File: config.mk
export PLATFORM = sky130hd
export DESIGN_NAME = stopwatch_control
export DESIGN_NICKNAME = d
export VERILOG_FILES = /design/src/rtl/stopwatch_control_pkg.sv /design/src/rtl/ms_prescaler.sv /design/src/rtl/stopwatch_control.sv
export SDC_FILE = /design/constraint.sdc
export NUM_CORES = 1
export LEC_CHECK = 0
export ABC_AREA = 1
export BUFFER_PORTS_ARGS = -buffer_cell sky130_fd_sc_hd__buf_2
export CAP_MARGIN = 20
export CELL_PAD_IN_SITES_DETAIL_PLACEMENT = 0
export CELL_PAD_IN_SITES_GLOBAL_PLACEMENT = 1
export CORE_MARGIN = 3
export CORE_UTILIZATION = 34
export CTS_CLUSTER_DIAMETER = 100
export DETAILED_ROUTE_END_ITERATION = 6
export GPL_TIMING_DRIVEN = 0
export PLACE_DENSITY = 0.79
export SLEW_MARGIN = 20
export SYNTH_ARGS = -nofsm -noshare
export SYNTH_HDL_FRONTEND = slang
export SYNTH_HIERARCHICAL = 1
export SYNTH_SLANG_ARGS = --single-unit
File: constraint.sdc
create_clock -name i_clk -period 2.3 [get_ports i_clk]
set_input_delay 0.23 -clock i_clk [delete_from_list [all_inputs] [get_ports i_clk]]
set_output_delay 0.23 -clock i_clk [all_outputs]
set_load 0.02 [all_outputs]
File: src/rtl/stopwatch_control_pkg.sv
// Shared definitions for the stopwatch controller: FSM states, time-field widths and limits.
// Optional lap capture is enabled by defining STOPWATCH_LAP_EN.
package stopwatch_control_pkg;

    localparam int MS_W  = 10;
    localparam int SEC_W = 6;
    localparam int MIN_W = 6;
    localparam int HR_W  = 5;

    localparam int MS_MAX  = 999;
    localparam int SEC_MAX = 59;
    localparam int MIN_MAX = 59;
    localparam int HR_MAX  = 23;

    typedef enum logic [1:0] {
        IDLE  = 2'd0,
        RUN   = 2'd1,
        PAUSE = 2'd2
    } sw_state_e;

    typedef struct packed {
        logic [MS_W-1:0]  ms;
        logic [SEC_W-1:0] sec;
        logic [MIN_W-1:0] min;
        logic [HR_W-1:0]  hr;
    } sw_time_t;

    function automatic logic ms_last(input logic [MS_W-1:0] v);
        return v == MS_W'(MS_MAX);
    endfunction

    function automatic logic sec_last(input logic [SEC_W-1:0] v);
        return v == SEC_W'(SEC_MAX);
    endfunction

    function automatic logic min_last(input logic [MIN_W-1:0] v);
        return v == MIN_W'(MIN_MAX);
    endfunction

    function automatic logic hr_last(input logic [HR_W-1:0] v);
        return v == HR_W'(HR_MAX);
    endfunction

endpackage

File: src/rtl/ms_prescaler.sv
// Divides the system clock down to a 1 ms tick; counts only while enabled, holds otherwise.
module ms_prescaler #(
    parameter int CLK_PER_MS = 50000
) (
    input  logic clk,
    input  logic rst,
    input  logic en,
    input  logic clr,
    output logic tick
);

    localparam int CW = (CLK_PER_MS > 2) ? $clog2(CLK_PER_MS) : 1;
    localparam logic [CW-1:0] TERM = CW'(CLK_PER_MS - 1);

    logic [CW-1:0] cnt;

    assign tick = en && (cnt == TERM);

    always_ff @(posedge clk or posedge rst) begin
        if (rst) begin
            cnt <= '0;
        end else if (clr) begin
            cnt <= '0;
        end else if (en) begin
            cnt <= tick ? '0 : cnt + 1'b1;
        end
    end

endmodule

File: src/rtl/stopwatch_control.sv
// Stopwatch sequencer: button press detection, IDLE/RUN/PAUSE FSM, ms-tick cascade and lap capture.
// Lap capture is built only when STOPWATCH_LAP_EN is defined; otherwise lap outputs read 0.
module stopwatch_control
    import stopwatch_control_pkg::*;
#(
    parameter int CLK_PER_MS = 50000
) (
    input  logic             i_clk,
    input  logic             i_rst,
    input  logic             i_start_stop,
    input  logic             i_lap_reset,
    input  logic [MS_W-1:0]  i_ms,
    input  logic [SEC_W-1:0] i_sec,
    input  logic [MIN_W-1:0] i_min,
    input  logic [HR_W-1:0]  i_hr,
    output logic             o_ms_up,
    output logic             o_sec_up,
    output logic             o_min_up,
    output logic             o_hr_up,
    output logic             o_clr,
    output logic             o_running,
    output logic             o_overflow,
    output logic             o_lap_valid,
    output logic [MS_W-1:0]  o_lap_ms,
    output logic [SEC_W-1:0] o_lap_sec,
    output logic [MIN_W-1:0] o_lap_min,
    output logic [HR_W-1:0]  o_lap_hr
);

    sw_state_e state, next_state;

    logic ss_prev, lr_prev;
    logic ss_press, lap_press;
    logic clr_evt, presc_clr, presc_en, tick;
    logic c_ms, c_sec, c_min, c_hr;

    // start_stop has priority: a simultaneous lap_reset press is dropped
    assign ss_press  = i_start_stop && !ss_prev;
    assign lap_press = i_lap_reset && !lr_prev && !ss_press;

    always_ff @(posedge i_clk or posedge i_rst) begin
        if (i_rst) begin
            ss_prev <= 1'b0;
            lr_prev <= 1'b0;
        end else begin
            ss_prev <= i_start_stop;
            lr_prev <= i_lap_reset;
        end
    end

    always_ff @(posedge i_clk or posedge i_rst) begin
        if (i_rst) state <= IDLE;
        else       state <= next_state;
    end

    always_comb begin
        next_state = state;
        case (state)
            IDLE:    if (ss_press) next_state = RUN;
            RUN:     if (ss_press) next_state = PAUSE;
            PAUSE: begin
                if (ss_press)       next_state = RUN;
                else if (lap_press) next_state = IDLE;
            end
            default: next_state = IDLE;
        endcase
    end

    // Prescaler freezes on the pause edge so resume continues from the held count
    always_comb begin
        o_running = (state == RUN);
        clr_evt   = lap_press && (state == IDLE || state == PAUSE);
        presc_clr = clr_evt || (state == IDLE && ss_press);
        presc_en  = (state == RUN) && (next_state == RUN);
    end

    ms_prescaler #(
        .CLK_PER_MS(CLK_PER_MS)
    ) u_presc (
        .clk  (i_clk),
        .rst  (i_rst),
        .en   (presc_en),
        .clr  (presc_clr),
        .tick (tick)
    );

    assign c_ms  = tick;
    assign c_sec = c_ms  && ms_last(i_ms);
    assign c_min = c_sec && sec_last(i_sec);
    assign c_hr  = c_min && min_last(i_min);

    always_ff @(posedge i_clk or posedge i_rst) begin
        if (i_rst) begin
            o_ms_up    <= 1'b0;
            o_sec_up   <= 1'b0;
            o_min_up   <= 1'b0;
            o_hr_up    <= 1'b0;
            o_clr      <= 1'b0;
            o_overflow <= 1'b0;
        end else begin
            o_ms_up  <= c_ms;
            o_sec_up <= c_sec;
            o_min_up <= c_min;
            o_hr_up  <= c_hr;
            o_clr    <= clr_evt;
            if (clr_evt)                    o_overflow <= 1'b0;
            else if (c_hr && hr_last(i_hr)) o_overflow <= 1'b1;
        end
    end

`ifdef STOPWATCH_LAP_EN
    logic     lap_evt;
    sw_time_t lap_q;

    assign lap_evt = lap_press && (state == RUN);

    // First lap press captures, second releases the display while keeping the value
    always_ff @(posedge i_clk or posedge i_rst) begin
        if (i_rst) begin
            lap_q       <= '0;
            o_lap_valid <= 1'b0;
        end else if (clr_evt) begin
            lap_q       <= '0;
            o_lap_valid <= 1'b0;
        end else if (lap_evt) begin
            if (!o_lap_valid) begin
                lap_q       <= '{ms: i_ms, sec: i_sec, min: i_min, hr: i_hr};
                o_lap_valid <= 1'b1;
            end else begin
                o_lap_valid <= 1'b0;
            end
        end
    end

    assign o_lap_ms  = lap_q.ms;
    assign o_lap_sec = lap_q.sec;
    assign o_lap_min = lap_q.min;
    assign o_lap_hr  = lap_q.hr;
`else
    assign o_lap_valid = 1'b0;
    assign o_lap_ms    = '0;
    assign o_lap_sec   = '0;
    assign o_lap_min   = '0;
    assign o_lap_hr    = '0;
`endif

endmodule
==> Word-level counts from Yosys, hierarchy flattened <==
Index checks and enable logic that the tools add are counted.
{ "classes": {"eq_ne": 8, "n_mul": 0, "mux": 10, "bitwise": 0, "order_cmp": 0, "div": 0, "addsub": 1, "shifts": 0, "reduce_logical": 19} }
{ "op_table": {"columns": ["op", "n"], "rows": [
  ["16-bit 2-to-1 mux", 3],
  ["16-bit by 1-bit adder with 16-bit output (second input constant)", 1],
  ["16-bit equality test (second input constant)", 1],
  ["6-bit equality test (second input constant)", 2],
  ["1-bit logical AND", 11],
  ["10-bit equality test (second input constant)", 1],
  ["2-bit 2-to-1 mux", 4],
  ["2-bit case mux with 3 select lines", 1],
  ["5-bit equality test (second input constant)", 1],
  ["2-bit by 1-bit equality test with 1-bit output (second input constant)", 2],
  ["2-bit nonzero test", 2],
  ["1-bit zero test", 3],
  ["2-bit equality test (second input constant)", 1],
  ["2-bit zero test", 1],
  ["1-bit logical OR", 2],
  ["1-bit 2-to-1 mux", 2]
]} }
{ "word_totals": {"register_bits": 26, "memories": 0, "ramBits": 0, "romBits": 0, "out_inout_bits": 35, "latchBits": 0, "inputBits": 31} }

==> Depth between registers and ports, before layout <==
{ "logic_depth": {"depth_word": 16, "ltp_mapped": 16, "ltp_nobuf": 16} }

==> Cells and area by module <==
The synthesis kept the hierarchy.
{ "by_module_without_submodules": {"columns": ["mod", "instances", "area_each_um2", "seq_area_each_um2", "cells_each"], "rows": [
  ["ms_prescaler", 1, 1048.5, 400.4, 148],
  ["stopwatch_control", 1, 730.7, 250.2, 92]
]} }

==> Worst setup path before layout <==
OpenSTA, ideal clock, no wires.
{ "synth_path": {"kind": "register to register", "from": "register state[0]", "to": "register o_overflow", "arrival_ns": 1.825, "setup_slack_ns": 0.397, "path_stages_with_launch": 17, "setup_ns": 0.077, "cell_sequence": "dfrtp_1 inv_2 nor2_2 inv_2 nor2_2 nand2_1 inv_1 nand2_1 nor2_1 nand2_2 inv_1 nand3_1 inv_1 nand3_1 nor2_1 nand3_1 a21oi_1"} }
{ "synth_via": {"word_cells_on_any_way": 19} }
{ "synth_rtl": {"columns": ["item", "line", "source"], "rows": [
  ["from (decl)", "stopwatch_control.sv:30", "sw_state_e state, next_state;"],
  ["from (signal assigned)", "stopwatch_control.sv:53", "else state <= next_state;"],
  ["2-bit by 1-bit equality test with 1-bit output *", null, null],
  ["net o_running", "stopwatch_control.sv:21", "output logic o_running,"],
  ["2-bit case mux with 3 select lines", "stopwatch_control.sv:58", "case (state)"],
  ["2-bit by 1-bit equality test with 1-bit output", "stopwatch_control.sv:74", "presc_en = (state == RUN) && (next_state == RUN);"],
  ["1-bit logical AND *", "stopwatch_control.sv:74", null],
  ["net presc_en", "stopwatch_control.sv:34", "logic clr_evt, presc_clr, presc_en, tick;"],
  ["1-bit logical AND *", "ms_prescaler.sv:17", "assign tick = en && (cnt == TERM);"],
  ["net c_ms", "stopwatch_control.sv:35", "logic c_ms, c_sec, c_min, c_hr;"],
  ["1-bit logical AND *", "stopwatch_control.sv:88", "assign c_sec = c_ms && ms_last(i_ms);"],
  ["1-bit logical AND *", "stopwatch_control.sv:89", "assign c_min = c_sec && sec_last(i_sec);"],
  ["1-bit logical AND *", "stopwatch_control.sv:90", "assign c_hr = c_min && min_last(i_min);"],
  ["1-bit logical AND *", "stopwatch_control.sv:107", "else if (c_hr && hr_last(i_hr)) o_overflow <= 1'b1;"],
  ["2-bit nonzero test (no line) *", null, null],
  ["to (signal assigned)", "stopwatch_control.sv:99", "o_overflow <= 1'b0;"],
  ["to (signal assigned)", "stopwatch_control.sv:106", "if (clr_evt) o_overflow <= 1'b0;"],
  ["to (signal assigned)", "stopwatch_control.sv:107", null],
  ["to (decl)", "stopwatch_control.sv:22", "output logic o_overflow,"]
]} }
Mark *: on every way through the listed nets, which the timed path passes. The rest lies on a longest branch.
A chain may end at the register's enable or synchronous reset.

==> Worst setup path in the final report <==
{ "layout_path": {"from": "register state[0]", "to": "register o_overflow"} }
{ "layout_via": {"elab_chain_cells": 11, "word_cells_on_any_way": 19} }
{ "layout_rtl": {"columns": ["item", "line", "source"], "rows": [
  ["2-bit 2-to-1 mux", "stopwatch_control.sv:63", "else if (lap_press) next_state = IDLE;"],
  ["2-bit 2-to-1 mux", "stopwatch_control.sv:62", "if (ss_press) next_state = RUN;"],
  ["2-bit case mux with 3 select lines", "stopwatch_control.sv:58", null],
  ["2-bit by 1-bit equality test with 1-bit output", "stopwatch_control.sv:74", null],
  ["1-bit logical AND *", "stopwatch_control.sv:74", null],
  ["net presc_en", "stopwatch_control.sv:34", null],
  ["1-bit logical AND *", "ms_prescaler.sv:17", null],
  ["net c_ms", "stopwatch_control.sv:35", null],
  ["1-bit logical AND *", "stopwatch_control.sv:88", null],
  ["1-bit logical AND *", "stopwatch_control.sv:89", null],
  ["1-bit logical AND *", "stopwatch_control.sv:90", null],
  ["1-bit logical AND *", "stopwatch_control.sv:107", null],
  ["2-bit nonzero test (no line) *", null, null]
]} }
Marks and branches as above.

==> results.py <==
metrics = {
    "yosys": {
        "synth_area_sq_um": 1780,
        "avgSynthCellArea_sq_um": 7.41,
        "synth_cell_types": 31,
        "yosysSeqAreaShare": 0.366,
        "ys_warn_count": 6,
        "synthFlopType": "dfrtp_1",
        "synth_edf_count": 0,
        "synth-seq-cells": 26,
        "async_reset_ff_frac": 1.00,
        "synthCells": 240,
    },
    "placement": {
        "gp_congestion": 0.756,
        "dpl.hpwl_um": 2860,
        "dpl-instance-area_sq_um": 2150,
        "io_buffers": 37,
    },
    "worst_setup_path": {
        "slowest_delay_ns": 0.40,
        "arrival_ns": 2.19,
        "cp_slowest_cell": "dfrtp_1",
        "reg2reg_depth": 16,
        "crit_family": "simple AND/OR/NAND/NOR gates",
        "cp_max_fo": 4,
        "critPathKind": "reg2reg",
        "r2r_end": "o_overflow",
        "r2r_slack_ns": 0.31,
        "path_buf_inv": 5,
        "critPathLaunchType": "flip-flop",
        "end_kind": "flip-flop",
        "path_cells": "inv_2, nor2_2, inv_2, nor2_2, nand2_1, inv_1, nand2_1, nor2_1, nand2_2, inv_1, nand3_1, inv_1, nand3_1, nor2_1, nand3_1, a21oi_1",
        "required_ns": 2.51,
        "r2r-start": "state[0]",
    },
    "sta": {
        "post-route-period-util": 0.864,
        "fin_skew_ns": 0.00447,
        "slew-limit-headroom": 0.543,
        "report.final.slew_viol_count": 0,
        "setup-violations-final": 0,
        "rsz0062_at_grt": "no",
        "tightest_slew_ns": 0.685,
        "finalHoldViolCount": 0,
        "min_period_ns": 1.99,
        "max_freq_mhz": 503,
        "finalSetupTns_ns": 0,
    },
    "power": {
        "vdd_drop_max_v": 0.000267,
        "clkPwrFrac": 0.315,
        "switchingPower_mw": 0.384,
        "seqPwrFrac": 0.429,
        "p_sw_frac": 0.313,
        "power_density_nw_per_um2": 549,
        "p_comb_frac": 0.255,
        "power.leakage_nw": 1.24,
        "p_int_mw": 0.842,
        "total_power_mw": 1.23,
    },
    "hold_path": {
        "hold_depth": 1,
        "hold_path_class": "in2reg",
        "hold_start": "i_start_stop",
        "holdPathEnd": "ss_prev",
    },
    "clocking": {
        "root_buffer": "clkbuf_8",
        "clkTransAtPathRegs_ns": 0.09,
        "cts_setup_buffers": 0,
        "ctsResizeCount": 0,
        "cts_tree": "yes",
        "insertion_delay_ns": 0.28,
        "clockBufferDepth": 2,
        "clock_sinks": 26,
        "cts_buffers": 3,
        "htree_levels": 1,
        "hold_buffers": 1,
    },
    "layout": {
        "layout_commonest_cell": "nand2_1",
        "fillers": 513,
        "postLayoutCellArea_sq_um": 2230,
        "fin_util": 0.457,
        "final_nets": 342,
        "n_antenna_cell": 0,
        "final_cell_mix": "nand2_1 (51), buf_2 (37), nor2_1 (31)",
        "drive_gt1_frac": 0.333,
        "area_growth_pct": 25.4,
    },
    "detailed_routing": {
        "vias": 1455,
        "first_iter_violations": 61,
        "finalWirelength_um": 3470,
        "routedWlPerCell_um": 9.23,
        "dr.pass1.iters": 4,
        "antenna_left": 0,
        "route.detailed.drc": 0,
        "vias_per_cell": 3.87,
    },
    "die": {
        "initial_core_util": 0.365,
        "ioPinCount": 66,
        "coreArea_sq_um": 4880,
        "die_w_um": 78.3,
        "die_y_um": 78.3,
        "num_rows": 25,
        "die_area_sq_um": 6140,
    },
    "grt": {
        "grt_first_pass_wirelength_um": 5990,
        "overflow": 0,
        "grt_pass1_vias": 1337,
        "grt_antenna_before_repair": 0,
        "gr-usage-all-layers": 0.120,
        "grt_max_degree": 17,
    },
    "run_status": {
        "status": "finished clean",
    },
    "job": {
        "max_cap_violations": 0,
    },
}
[kinds of logic after synthesis]
family,count (synthesis),share of synthesized area
and+or+nand+nor,133,0.376
buffers and inverters,66,0.203
adders and majority gates,1,0.00703
DFF,26,0.366
AOI/OAI and AO/OA,9,0.0274
other,1,0.00211
xor gates and xnor gates,4,0.0197
[state kept, by name, summed over array words and instances, names as in the netlist]
name,count
o_sec_up,1
o_ms_up,1
o_hr_up,1
o_min_up,1
u_presc/cnt,16
lr_prev,1
ss_prev,1
o_overflow,1
state,2
o_clr,1
[worst max-delay path by stage]
stage	to	depth (start not counted)	start	slack, ns
after floorplan	o_overflow	16	state[0]	0.40
after global placement	o_overflow	16	state[0]	0.30
after detailed placement	o_overflow	16	state[0]	0.30
after CTS	o_overflow	16	state[0]	0.27
after global routing	o_overflow	16	state[0]	0.04
final	o_overflow	16	state[0]	0.31
[worst reg2reg max path: stages, from the launching register on]
cell     delay [ns]
dfrtp_1        0.40
inv_2          0.07
nor2_2         0.11
inv_2          0.05
nor2_2         0.21
nand2_1        0.08
inv_1          0.05
nand2_1        0.05
nor2_1         0.12
nand2_2        0.10
inv_1          0.09
nand3_1        0.15
inv_1          0.08
nand3_1        0.07
nor2_1         0.08
nand3_1        0.08
a21oi_1        0.12
[Yosys cell counts (4+ instances only)]
master / instances / area share
dfrtp_1: 26 / 0.37
nor2_4: 5 / 0.032
nand2_2: 6 / 0.021
nor3_1: 4 / 0.011
inv_1: 30 / 0.063
nand3_1: 11 / 0.031
nor2_1: 31 / 0.065
buf_4: 28 / 0.12
nand2_1: 51 / 0.11
o21ai_0: 5 / 0.014
nor2_2: 9 / 0.032
inv_2: 6 / 0.013
[routing by layer]
| metal | global-route usage | vias to the layer above | part of all wire |
|---|---|---|---|
| met2 | 0.198 | 42 | 0.45 |
| met1 | 0.164 | 600 | 0.48 |
| met3 | 0.0115 | 4 | 0.050 |
| li1 | - | 809 | - |
| met5 | 0 | - | 0 |
| met4 | 0.0420 | 0 | 0.015 |
[layout make-up]
cell class              count  area, sq um  share of cell area
inverters                  37          139              0.0623
plain buffers              29          221              0.0993
clock buffers               3         41.3              0.0185
flip-flops and latches     26          651               0.292
clock inverters             1         30.0              0.0135
multi-input cells         175          870               0.390
repair buffers             38          195              0.0875
well taps                  67         83.8              0.0376
[per-stage QoR]
step	hold slack, ns	worst slack, ns	cells
finish	0.0708	0.314	376
global route	0.0672	0.0359	376
global placement	0.233	0.295	371
detailed placement	0.236	0.303	371
floorplan	0.0702	0.397	267
CTS	0.0651	0.272	376
[power by group through the flow]
stage / clock (mW) / combinational, mW / sequential [mW]
after floorplan: 0 / 0.242 / 0.529
after global placement: 0 / 0.310 / 0.535
after detailed placement: 0 / 0.315 / 0.536
after CTS: 0.392 / 0.317 / 0.527
after global routing: 0.409 / 0.352 / 0.530
final: 0.386 / 0.313 / 0.526
Power figures use the tool's default switching activity.
